[config.mk]
export PLATFORM = sky130hd
export DESIGN_NAME = instr_sequencer
export DESIGN_NICKNAME = d
export VERILOG_FILES = /design/src/rtl/instr_sequencer_pkg.sv /design/src/rtl/instr_decode.sv /design/src/rtl/instr_sequencer.sv
export SDC_FILE = /design/constraint.sdc
export NUM_CORES = 1
export LEC_CHECK = 0
export BUFFER_PORTS_ARGS = -buffer_cell sky130_fd_sc_hd__buf_4
export CORE_MARGIN = 8
export CORE_UTILIZATION = 49
export CTS_CLUSTER_SIZE = 30
export DETAILED_ROUTE_END_ITERATION = 6
export PLACE_DENSITY = 0.86
export RECOVER_POWER = 50
export SYNTH_ARGS = -nofsm -noshare
export SYNTH_HDL_FRONTEND = slang
export SYNTH_SLANG_ARGS = --single-unit
export TNS_END_PERCENT = 50
[constraint.sdc]
create_clock -name Clk -period 2.25 [get_ports Clk]
set_input_delay 0.45 -clock Clk [delete_from_list [all_inputs] [get_ports Clk]]
set_output_delay 0.45 -clock Clk [all_outputs]
set_load 0.03 [all_outputs]
[src/rtl/instr_sequencer_pkg.sv]
// Shared types and constants for the instruction sequencer and its decoder.
package instr_sequencer_pkg;

    // Instruction word layout
    localparam int unsigned INSTR_W     = 9;
    localparam int unsigned TYPE_BIT    = 8;
    localparam int unsigned ROP_LSB     = 4;
    localparam int unsigned ROP_W       = 4;
    localparam int unsigned REG_LSB     = 0;
    localparam int unsigned REG_W       = 4;
    localparam int unsigned IOP_LSB     = 5;
    localparam int unsigned IOP_W       = 3;
    localparam int unsigned IMM_LSB     = 0;
    localparam int unsigned IMM_FIELD_W = 5;
    localparam int unsigned IMM_W       = 8;

    // Sequencer states
    typedef enum logic [2:0] {
        S_IDLE      = 3'd0,
        S_FETCH     = 3'd1,
        S_DECODE    = 3'd2,
        S_EXECUTE   = 3'd3,
        S_MEMWAIT   = 3'd4,
        S_WRITEBACK = 3'd5,
        S_HALT      = 3'd6
    } state_e;

    // R-type opcodes
    localparam logic [ROP_W-1:0] R_ADD     = 4'd0;
    localparam logic [ROP_W-1:0] R_LOAD    = 4'd1;
    localparam logic [ROP_W-1:0] R_OP2     = 4'd2;
    localparam logic [ROP_W-1:0] R_MVTO    = 4'd3;
    localparam logic [ROP_W-1:0] R_OP4     = 4'd4;
    localparam logic [ROP_W-1:0] R_OP5     = 4'd5;
    localparam logic [ROP_W-1:0] R_OP6     = 4'd6;
    localparam logic [ROP_W-1:0] R_OP7     = 4'd7;
    localparam logic [ROP_W-1:0] R_STR     = 4'd8;
    localparam logic [ROP_W-1:0] R_OP9     = 4'd9;
    localparam logic [ROP_W-1:0] R_OP10    = 4'd10;
    localparam logic [ROP_W-1:0] R_BTRU    = 4'd11;
    localparam logic [ROP_W-1:0] R_OP12    = 4'd12;
    localparam logic [ROP_W-1:0] R_OP13    = 4'd13;
    localparam logic [ROP_W-1:0] R_UNDEF14 = 4'd14;
    localparam logic [ROP_W-1:0] R_HALT    = 4'd15;

    // I-type opcodes
    localparam logic [IOP_W-1:0] I_OP0    = 3'd0;
    localparam logic [IOP_W-1:0] I_ADDI   = 3'd1;
    localparam logic [IOP_W-1:0] I_OP2    = 3'd2;
    localparam logic [IOP_W-1:0] I_JMP    = 3'd3;
    localparam logic [IOP_W-1:0] I_OP4    = 3'd4;
    localparam logic [IOP_W-1:0] I_OP5    = 3'd5;
    localparam logic [IOP_W-1:0] I_UNDEF6 = 3'd6;
    localparam logic [IOP_W-1:0] I_UNDEF7 = 3'd7;

endpackage

[src/rtl/instr_decode.sv]
// Opcode classifier: maps the latched opcode to write, memory and control-flow classes.
module instr_decode
    import instr_sequencer_pkg::*;
(
    input  logic             r_type,
    input  logic [ROP_W-1:0] r_op,
    input  logic [IOP_W-1:0] i_op,
    output logic             acc_wr_c,
    output logic             reg_wr_c,
    output logic             mem_rd_c,
    output logic             mem_wr_c,
    output logic             halt_c,
    output logic             jump_c,
    output logic             cond_br_c
);

    // Class flags; undefined opcodes fall through with every flag low
    always_comb begin
        acc_wr_c  = 1'b0;
        reg_wr_c  = 1'b0;
        mem_rd_c  = 1'b0;
        mem_wr_c  = 1'b0;
        halt_c    = 1'b0;
        jump_c    = 1'b0;
        cond_br_c = 1'b0;
        if (r_type) begin
            case (r_op)
                R_ADD, R_OP2, R_OP4, R_OP5, R_OP6, R_OP7,
                R_OP9, R_OP10, R_OP12, R_OP13: acc_wr_c = 1'b1;
                R_LOAD: begin
                    acc_wr_c = 1'b1;
                    mem_rd_c = 1'b1;
                end
                R_MVTO:    reg_wr_c  = 1'b1;
                R_STR:     mem_wr_c  = 1'b1;
                R_BTRU:    cond_br_c = 1'b1;
                R_UNDEF14: ;
                R_HALT:    halt_c    = 1'b1;
                default: ;
            endcase
        end else begin
            case (i_op)
                I_OP0, I_ADDI, I_OP2, I_OP4, I_OP5: acc_wr_c = 1'b1;
                I_JMP:              jump_c = 1'b1;
                I_UNDEF6, I_UNDEF7: ;
                default: ;
            endcase
        end
    end

endmodule

[src/rtl/instr_sequencer.sv]
// Multi-cycle instruction sequencer: fetch/decode/execute/memwait/writeback control with PC.
module instr_sequencer
    import instr_sequencer_pkg::*;
#(
    parameter int unsigned PCW = 10
) (
    input  logic               Clk,
    input  logic               Reset,
    input  logic               Start,
    input  logic [INSTR_W-1:0] InstrIn,
    input  logic               BranchIn,
    input  logic [PCW-1:0]     TargetIn,
    input  logic               MemAck,
    output logic [PCW-1:0]     PC,
    output logic               Type,
    output logic [ROP_W-1:0]   RTypeOP,
    output logic [IOP_W-1:0]   ITypeOP,
    output logic [REG_W-1:0]   RegAddr,
    output logic [IMM_W-1:0]   Immediate,
    output logic               AccWrEn,
    output logic               RegWrEn,
    output logic               MemRdReq,
    output logic               MemWrReq,
    output logic               Busy,
    output logic               Done
);

    state_e             state_q, state_d;
    logic [PCW-1:0]     pc_q, pc_d;
    logic [INSTR_W-1:0] ir_q, ir_d;
    logic               br_taken_q, br_taken_d;
    logic               acc_wr_en_q, acc_wr_en_d;
    logic               reg_wr_en_q, reg_wr_en_d;
    logic               mem_rd_req_q, mem_rd_req_d;
    logic               mem_wr_req_q, mem_wr_req_d;
    logic               busy_q, busy_d;
    logic               done_q, done_d;

    logic acc_wr_c, reg_wr_c, mem_rd_c, mem_wr_c, halt_c, jump_c, cond_br_c;

    instr_decode u_decode (
        .r_type    (ir_q[TYPE_BIT]),
        .r_op      (ir_q[ROP_LSB +: ROP_W]),
        .i_op      (ir_q[IOP_LSB +: IOP_W]),
        .acc_wr_c  (acc_wr_c),
        .reg_wr_c  (reg_wr_c),
        .mem_rd_c  (mem_rd_c),
        .mem_wr_c  (mem_wr_c),
        .halt_c    (halt_c),
        .jump_c    (jump_c),
        .cond_br_c (cond_br_c)
    );

    // Next state, PC, instruction latch and next-cycle strobes
    always_comb begin
        state_d    = state_q;
        pc_d       = pc_q;
        ir_d       = ir_q;
        br_taken_d = br_taken_q;
        case (state_q)
            S_IDLE: begin
                if (Start) begin
                    state_d = S_FETCH;
                    pc_d    = '0;
                end
            end
            S_FETCH: begin
                ir_d    = InstrIn;
                state_d = S_DECODE;
            end
            S_DECODE: begin
                state_d = halt_c ? S_HALT : S_EXECUTE;
            end
            S_EXECUTE: begin
                br_taken_d = cond_br_c & BranchIn;
                state_d    = (mem_rd_c | mem_wr_c) ? S_MEMWAIT : S_WRITEBACK;
            end
            S_MEMWAIT: begin
                if (MemAck) begin
                    state_d = S_WRITEBACK;
                end
            end
            S_WRITEBACK: begin
                state_d = S_FETCH;
                if (jump_c || br_taken_q) begin
                    pc_d = TargetIn;
                end else begin
                    pc_d = pc_q + PCW'(1);
                end
            end
            S_HALT: begin
                if (Start) begin
                    state_d = S_FETCH;
                    pc_d    = '0;
                end
            end
            default: state_d = S_IDLE;
        endcase

        // Strobes are registered, so they are derived from the state being entered
        acc_wr_en_d  = (state_d == S_WRITEBACK) && acc_wr_c;
        reg_wr_en_d  = (state_d == S_WRITEBACK) && reg_wr_c;
        mem_rd_req_d = (state_d == S_MEMWAIT) && mem_rd_c;
        mem_wr_req_d = (state_d == S_MEMWAIT) && mem_wr_c;
        busy_d       = (state_d != S_IDLE) && (state_d != S_HALT);
        done_d       = (state_d == S_HALT);
    end

    // State and output registers with synchronous reset taking priority
    always_ff @(posedge Clk) begin
        if (Reset) begin
            state_q      <= S_IDLE;
            pc_q         <= '0;
            ir_q         <= '0;
            br_taken_q   <= 1'b0;
            acc_wr_en_q  <= 1'b0;
            reg_wr_en_q  <= 1'b0;
            mem_rd_req_q <= 1'b0;
            mem_wr_req_q <= 1'b0;
            busy_q       <= 1'b0;
            done_q       <= 1'b0;
        end else begin
            state_q      <= state_d;
            pc_q         <= pc_d;
            ir_q         <= ir_d;
            br_taken_q   <= br_taken_d;
            acc_wr_en_q  <= acc_wr_en_d;
            reg_wr_en_q  <= reg_wr_en_d;
            mem_rd_req_q <= mem_rd_req_d;
            mem_wr_req_q <= mem_wr_req_d;
            busy_q       <= busy_d;
            done_q       <= done_d;
        end
    end

    assign PC        = pc_q;
    assign Type      = ir_q[TYPE_BIT];
    assign RTypeOP   = ir_q[ROP_LSB +: ROP_W];
    assign ITypeOP   = ir_q[IOP_LSB +: IOP_W];
    assign RegAddr   = ir_q[REG_LSB +: REG_W];
    assign Immediate = IMM_W'(ir_q[IMM_LSB +: IMM_FIELD_W]);
    assign AccWrEn   = acc_wr_en_q;
    assign RegWrEn   = reg_wr_en_q;
    assign MemRdReq  = mem_rd_req_q;
    assign MemWrReq  = mem_wr_req_q;
    assign Busy      = busy_q;
    assign Done      = done_q;

endmodule

==> results of run 1 <==
[metrics by stage]
stage / hold WS (ps) / total power (uW) / cells / util / worst slack [ps]
2_1_floorplan: 597 / 810 / 199 / - / 417
3_3_place_gp: 494 / 888 / 278 / 0.613 / 432
3_5_place_dp: 499 / 893 / 278 / 0.613 / 363
4_1_cts: 343 / 1250 / 286 / 0.634 / 386
5_1_grt: 337 / 1280 / 286 / 0.605 / 239
6_report: 347 / 1220 / 286 / 0.605 / 363
[critical path, cell delays in order (launching register included)]
cell      delay [ps]
dfxtp_1          570
and4bb_4         360
or2_1            340
o41a_1           420
o211ai_2         130
[flip-flops by register name, indices dropped and copies added, names as in the netlist]
register / cells
PC: 10
ir_q: 9
state_q: 3
AccWrEn: 1
Busy: 1
Done: 1
MemRdReq: 1
MemWrReq: 1
RegWrEn: 1
br_taken_q: 1
[cell usage in the layout, fill, tap and decap left out, types with 3 or more instances in the layout]
| cell type | synthesis | final |
|---|---|---|
| buf_4 | 11 | 35 |
| dfxtp_1 | 29 | 29 |
| clkbuf_1 | 7 | 24 |
| nor2_1 | 18 | 18 |
| a21oi_1 | 13 | 13 |
| o21ai_0 | 9 | 9 |
| mux2i_1 | 9 | 9 |
| nand2_1 | 7 | 7 |
| nand3_1 | 7 | 7 |
| a22o_1 | 6 | 6 |
| inv_1 | 5 | 5 |
| nor4_1 | 5 | 5 |
| clkbuf_4 | 0 | 5 |
| nor3b_1 | 4 | 4 |
| nand2b_1 | 4 | 4 |
| nor3_1 | 4 | 4 |
| nor2b_1 | 3 | 3 |
| o22ai_1 | 3 | 3 |
| and4_1 | 3 | 3 |
| o31ai_1 | 3 | 3 |
| conb_1 | 1 | 3 |
[power by group through the flow]
stage               Sequential, uW  Combinational (uW)  Clock, uW
floorplan                      603                 207          0
global placement               589                 299          0
detailed placement             591                 302          0
CTS                            580                 303        363
global route                   585                 305        390
finish                         578                 283        357
[how the worst min path moves through the flow]
stage                                   from                    to  slack [ps]  cells past startpoint
after floorplan                   InstrIn[0]  ir_q[0]$_SDFFE_PP0P_         600                      2
after global placement    PC[5]$_SDFFE_PP0P_    PC[5]$_SDFFE_PP0P_         490                      2
after detailed placement  PC[5]$_SDFFE_PP0P_    PC[5]$_SDFFE_PP0P_         500                      2
after CTS                         InstrIn[5]  ir_q[5]$_SDFFE_PP0P_         340                      3
after global routing              InstrIn[6]  ir_q[6]$_SDFFE_PP0P_         340                      3
final                             InstrIn[5]  ir_q[5]$_SDFFE_PP0P_         350                      3
[final cells by class]
class                   instances  area share
flip-flops and latches         29       0.292
repair buffers                 59       0.177
inverters                       5     0.00944
clock buffers                   7      0.0327
clock inverters                 1     0.00252
multi-input cells             139       0.457
well taps                      46      0.0289
[cell families after synthesis]
logic type,Yosys count
compound gates,53
simple gates,71
other cells,1
buf+inv,31
fa+ha+maj,1
mux,9
flops,29
xor+xnor,2
[per-layer routing]
metal  up-vias  routed length (microns)  track usage
met3         5                      280       0.0499
met5         -                        0            0
met1       734                     1810        0.195
li1        805                        -            -
met2        51                     2020        0.254
met4         0                       68       0.0761
==> flow_summary.yaml, run 1 <==
outcome:
  status: "finished, final reports clean"
grt:
  grt_pass1_vias: 1495
  antenna_found_initial: 0
  grt_pass1_wl_microns: 6910
  grt_usage: 0.161
  grt_overflow: 0
  grt_max_degree: 27
layout:
  final_nets: 264
  final_area_sq_um: 1990
  diodes: 0
  syn_to_final_growth_pct: 19.7
  fillers: 318
  register_area_sq_um: 581
  drive_gt1_frac: 0.188
  multi_input_area_sq_um: 908
floorplanning:
  num_rows: 21
  die_x_microns: 74.2
  dieArea_sq_um: 5510
  coreArea_sq_um: 3280
  start_util: 0.506
  io-pin-count: 60
  fp.dieH_microns: 74.2
power_and_ir_drop:
  p_leak_uw: 0.000749
  cellInternalPower_uw: 834
  power_frac_seq: 0.474
  switching_share: 0.316
  comb_power_share: 0.233
  switching_power_uw: 385
  p_per_area_nw_per_um2: 613
  max-vdd-ir-drop_mv: 0.370
  clkPwrFrac: 0.293
worst_setup_path:
  crit_start: "ir_q[7]$_SDFFE_PP0P_"
  start_kind: "register"
  endpoint_kind: "register"
  cp_data_required_time_ps: 2510
  crit_end: "PC[9]$_SDFFE_PP0P_"
  r2r_slack_ps: 360
  arrival_ps: 2150
  regToRegEndpoint: "PC[9]$_SDFFE_PP0P_"
  ff2ff_path_depth: 4
  critPathKind: "register to register"
  regToRegStartpoint: "ir_q[7]$_SDFFE_PP0P_"
  cp_max_fo: 16
clock_network:
  clock_path_buffers: 2
  post_cts_buffers: 0
  cts-root-buf: "clkbuf_4"
  h-tree-depth: 2
  path_clk_slew_ps: 90
  cts_tree: "built"
  cts_buffers: 5
  cts.sinks: 29
  insertion_delay_ps: 330
  ctsHoldBuffers: 0
  cts.repair.resized: 0
route:
  routed_wl_microns: 4180
  vias: 1595
  first_pass_iters: 4
  drtIter0Drc: 133
  postRouteAntennaNets: 0
  drcViolationCount: 0
  vias_per_cell: 5.58
  drt-wirelength-per-cell_microns: 14.6
synth:
  yosys-top-cells-area: "dfxtp_1 35%, mux2i_1 5.4%, buf_4 5.0%, nor2_1 4.1%, a21oi_1 3.9%"
  synth_simple_gate_area_frac: 0.248
  synth_top_family_by_area: "simple AND/OR/NAND/NOR gates"
  synth_top_area_frac: 0.349
  synth_top_area_cell: "dfxtp_1"
  synth_compound_area_frac: 0.219
  yosysSeqAreaShare: 0.349
  syn-cell-area_sq_um: 1660
  synthMuxAreaShare: 0.0542
  synthCells: 197
  ys.flop_type: "dfxtp_1"
  synthAdderAreaFrac: 0.00753
  syn_area_per_cell_sq_um: 8.43
  synth_edf_count: 0
  ys_seq_elements: 29
  ys_async_sr_fraction: 0
  ys_warn_count: 0
  synthTopCellsByCount: "29 x dfxtp_1, 18 x nor2_1, 13 x a21oi_1, 11 x buf_4"
  yosysUniqueCellTypes: 48
  synth_most_common_cell: "dfxtp_1"
  synth_xor_area_frac: 0.0105
job:
  cap_violations: 0
timing:
  slew-limit-headroom: 0.535
  rsz0062_at_grt: "no"
  setup_viol: 0
  slew_violations: 0
  final.setup_skew_ps: 7.74
  hold_viol: 0
  tns_ps: 0
  fin_crit_ps: 1890
  tightest_slew_ps: 697
  fmax_mhz: 530
  timing.final.crit_share: 0.839
placement:
  gp_congestion: 0.878
  dpl.hpwl_microns: 3160
  port_buffers: 56
  place_area_sq_um: 2010
worst_hold_path:
  hp-class: "input pin to register"
Power figures use the tool's default switching activity.
==> run 2: changes to the inputs <==
Clock period 2.25 ns to 1.9 ns, I/O delays scaled along.
==> flow_summary.yaml, run 2 (synthesis gave the netlist of run 1 again) <==
clock_network:
  h-tree-depth: 2
  cts_tree: "built"
  cts_buffers: 5
  ctsHoldBuffers: 0
  cts-root-buf: "clkbuf_4"
  post_cts_buffers: 0
  clock_path_buffers: 2
  insertion_delay_ps: 320
  cts.repair.resized: 0
  path_clk_slew_ps: 90
  cts.sinks: 29
power_and_ir_drop:
  p_per_area_nw_per_um2: 686
  power.total_uw: 1370
  p_leak_uw: 0.000750
  max-vdd-ir-drop_mv: 0.409
worst_setup_path:
  ff2ff_path_depth: 4
  cp_max_fo: 19
  regToRegEndpoint: "PC[7]$_SDFFE_PP0P_"
  endpoint_kind: "register"
  critPathKind: "register to register"
  regToRegStartpoint: "state_q[0]$_SDFF_PP0_"
  cp_data_required_time_ps: 2120
  start_kind: "register"
  r2r_slack_ps: 190
  arrival_ps: 1930
floorplanning:
  fp.dieH_microns: 74.2
  start_util: 0.506
  dieArea_sq_um: 5510
  die_x_microns: 74.2
  coreArea_sq_um: 3280
  num_rows: 21
  io-pin-count: 60
job:
  cap_violations: 0
timing:
  fmax_mhz: 584
  whs_ps: 286
  final.setup_skew_ps: 5.80
  fin_crit_ps: 1710
  slew_violations: 0
  rsz0062_at_grt: "no"
  timing.final.crit_share: 0.901
  tns_ps: 0
  slew-limit-headroom: 0.655
  setup_viol: 0
  tightest_slew_ps: 517
  hold_viol: 0
  setup_slack_ps: 189
grt:
  grt_pass1_wl_microns: 6700
  grt_overflow: 0
  grt_usage: 0.156
  grt_max_degree: 26
  grt_pass1_vias: 1477
  antenna_found_initial: 0
layout:
  largest_reg_flops: 10
  final_nets: 270
  final_area_sq_um: 2000
  diodes: 0
  layout_common_cells: "37 x buf_4, 31 x clkbuf_1, 29 x dfxtp_1, 18 x nor2_1, 13 x a21oi_1"
  final_common_cell: "buf_4"
  syn_to_final_growth_pct: 20.5
  drive_gt1_frac: 0.183
placement:
  dpl.hpwl_microns: 3190
  gp_congestion: 0.852
  place_area_sq_um: 2060
  port_buffers: 56
  place_worst_setup_slack_ps: 211
route:
  drtIter0Drc: 116
  vias_per_cell: 5.54
  vias: 1619
  routed_wl_microns: 4270
  postRouteAntennaNets: 0
  drcViolationCount: 0
  drt-wirelength-per-cell_microns: 14.6
  first_pass_iters: 4
worst_hold_path:
  hp-start: "InstrIn[2]"
  worstHoldPathCells: 3
  hp-class: "input pin to register"
  min_delay_worst_endpoint: "ir_q[2]$_SDFFE_PP0P_"
outcome:
  status: "finished, final reports clean"
## run 2: worst max path at each step
| stage | start | end | slack [ps] |
|---|---|---|---|
| after floorplan | ir_q[7]$_SDFFE_PP0P_ | PC[9]$_SDFFE_PP0P_ | 70 |
| after global placement | Start | PC[7]$_SDFFE_PP0P_ | 270 |
| after detailed placement | state_q[0]$_SDFF_PP0_ | PC[7]$_SDFFE_PP0P_ | 210 |
| after CTS | state_q[0]$_SDFF_PP0_ | PC[7]$_SDFFE_PP0P_ | 190 |
| after global routing | state_q[0]$_SDFF_PP0_ | PC[6]$_SDFFE_PP0P_ | 100 |
| final | state_q[0]$_SDFF_PP0_ | PC[7]$_SDFFE_PP0P_ | 190 |
## run 2: layout make-up
class,count,area (sq um)
sequential,29,581
tap,46,57.6
fill,334,1280
timing repair buffer,65,383
clock buffer,8,48.8
inverter,5,18.8
multi-input combinational,139,913
## run 2: critical path, stage by stage, from the launching register on
cell,delay [ps]
dfxtp_1,480
or3b_1,420
a21o_1,290
a22o_1,250
a22o_1,170
## run 2: metrics by stage
| stage | utilization | std cells |
|---|---|---|
| after floorplan | - | 199 |
| after global placement | 0.627 | 284 |
| after detailed placement | 0.627 | 284 |
| after CTS | 0.642 | 292 |
| after global routing | 0.610 | 292 |
| final | 0.610 | 292 |
## run 2: power by group
| group | internal, uW | leakage (uW) | switching [uW] | total (uW) |
|---|---|---|---|---|
| clock | 147 | 0.0000265 | 203 | 350 |
| sequential | 636 | 0.000235 | 49.1 | 685 |
| combinational | 140 | 0.000489 | 198 | 338 |
## run 2: routing by layer
metal / vias up / wire [microns] / global-route usage
met1: 742 / 1840 / 0.178
met5: - / 0 / 0
met4: 0 / 62 / 0.0565
met3: 7 / 335 / 0.0714
met2: 55 / 2030 / 0.249
li1: 815 / - / -
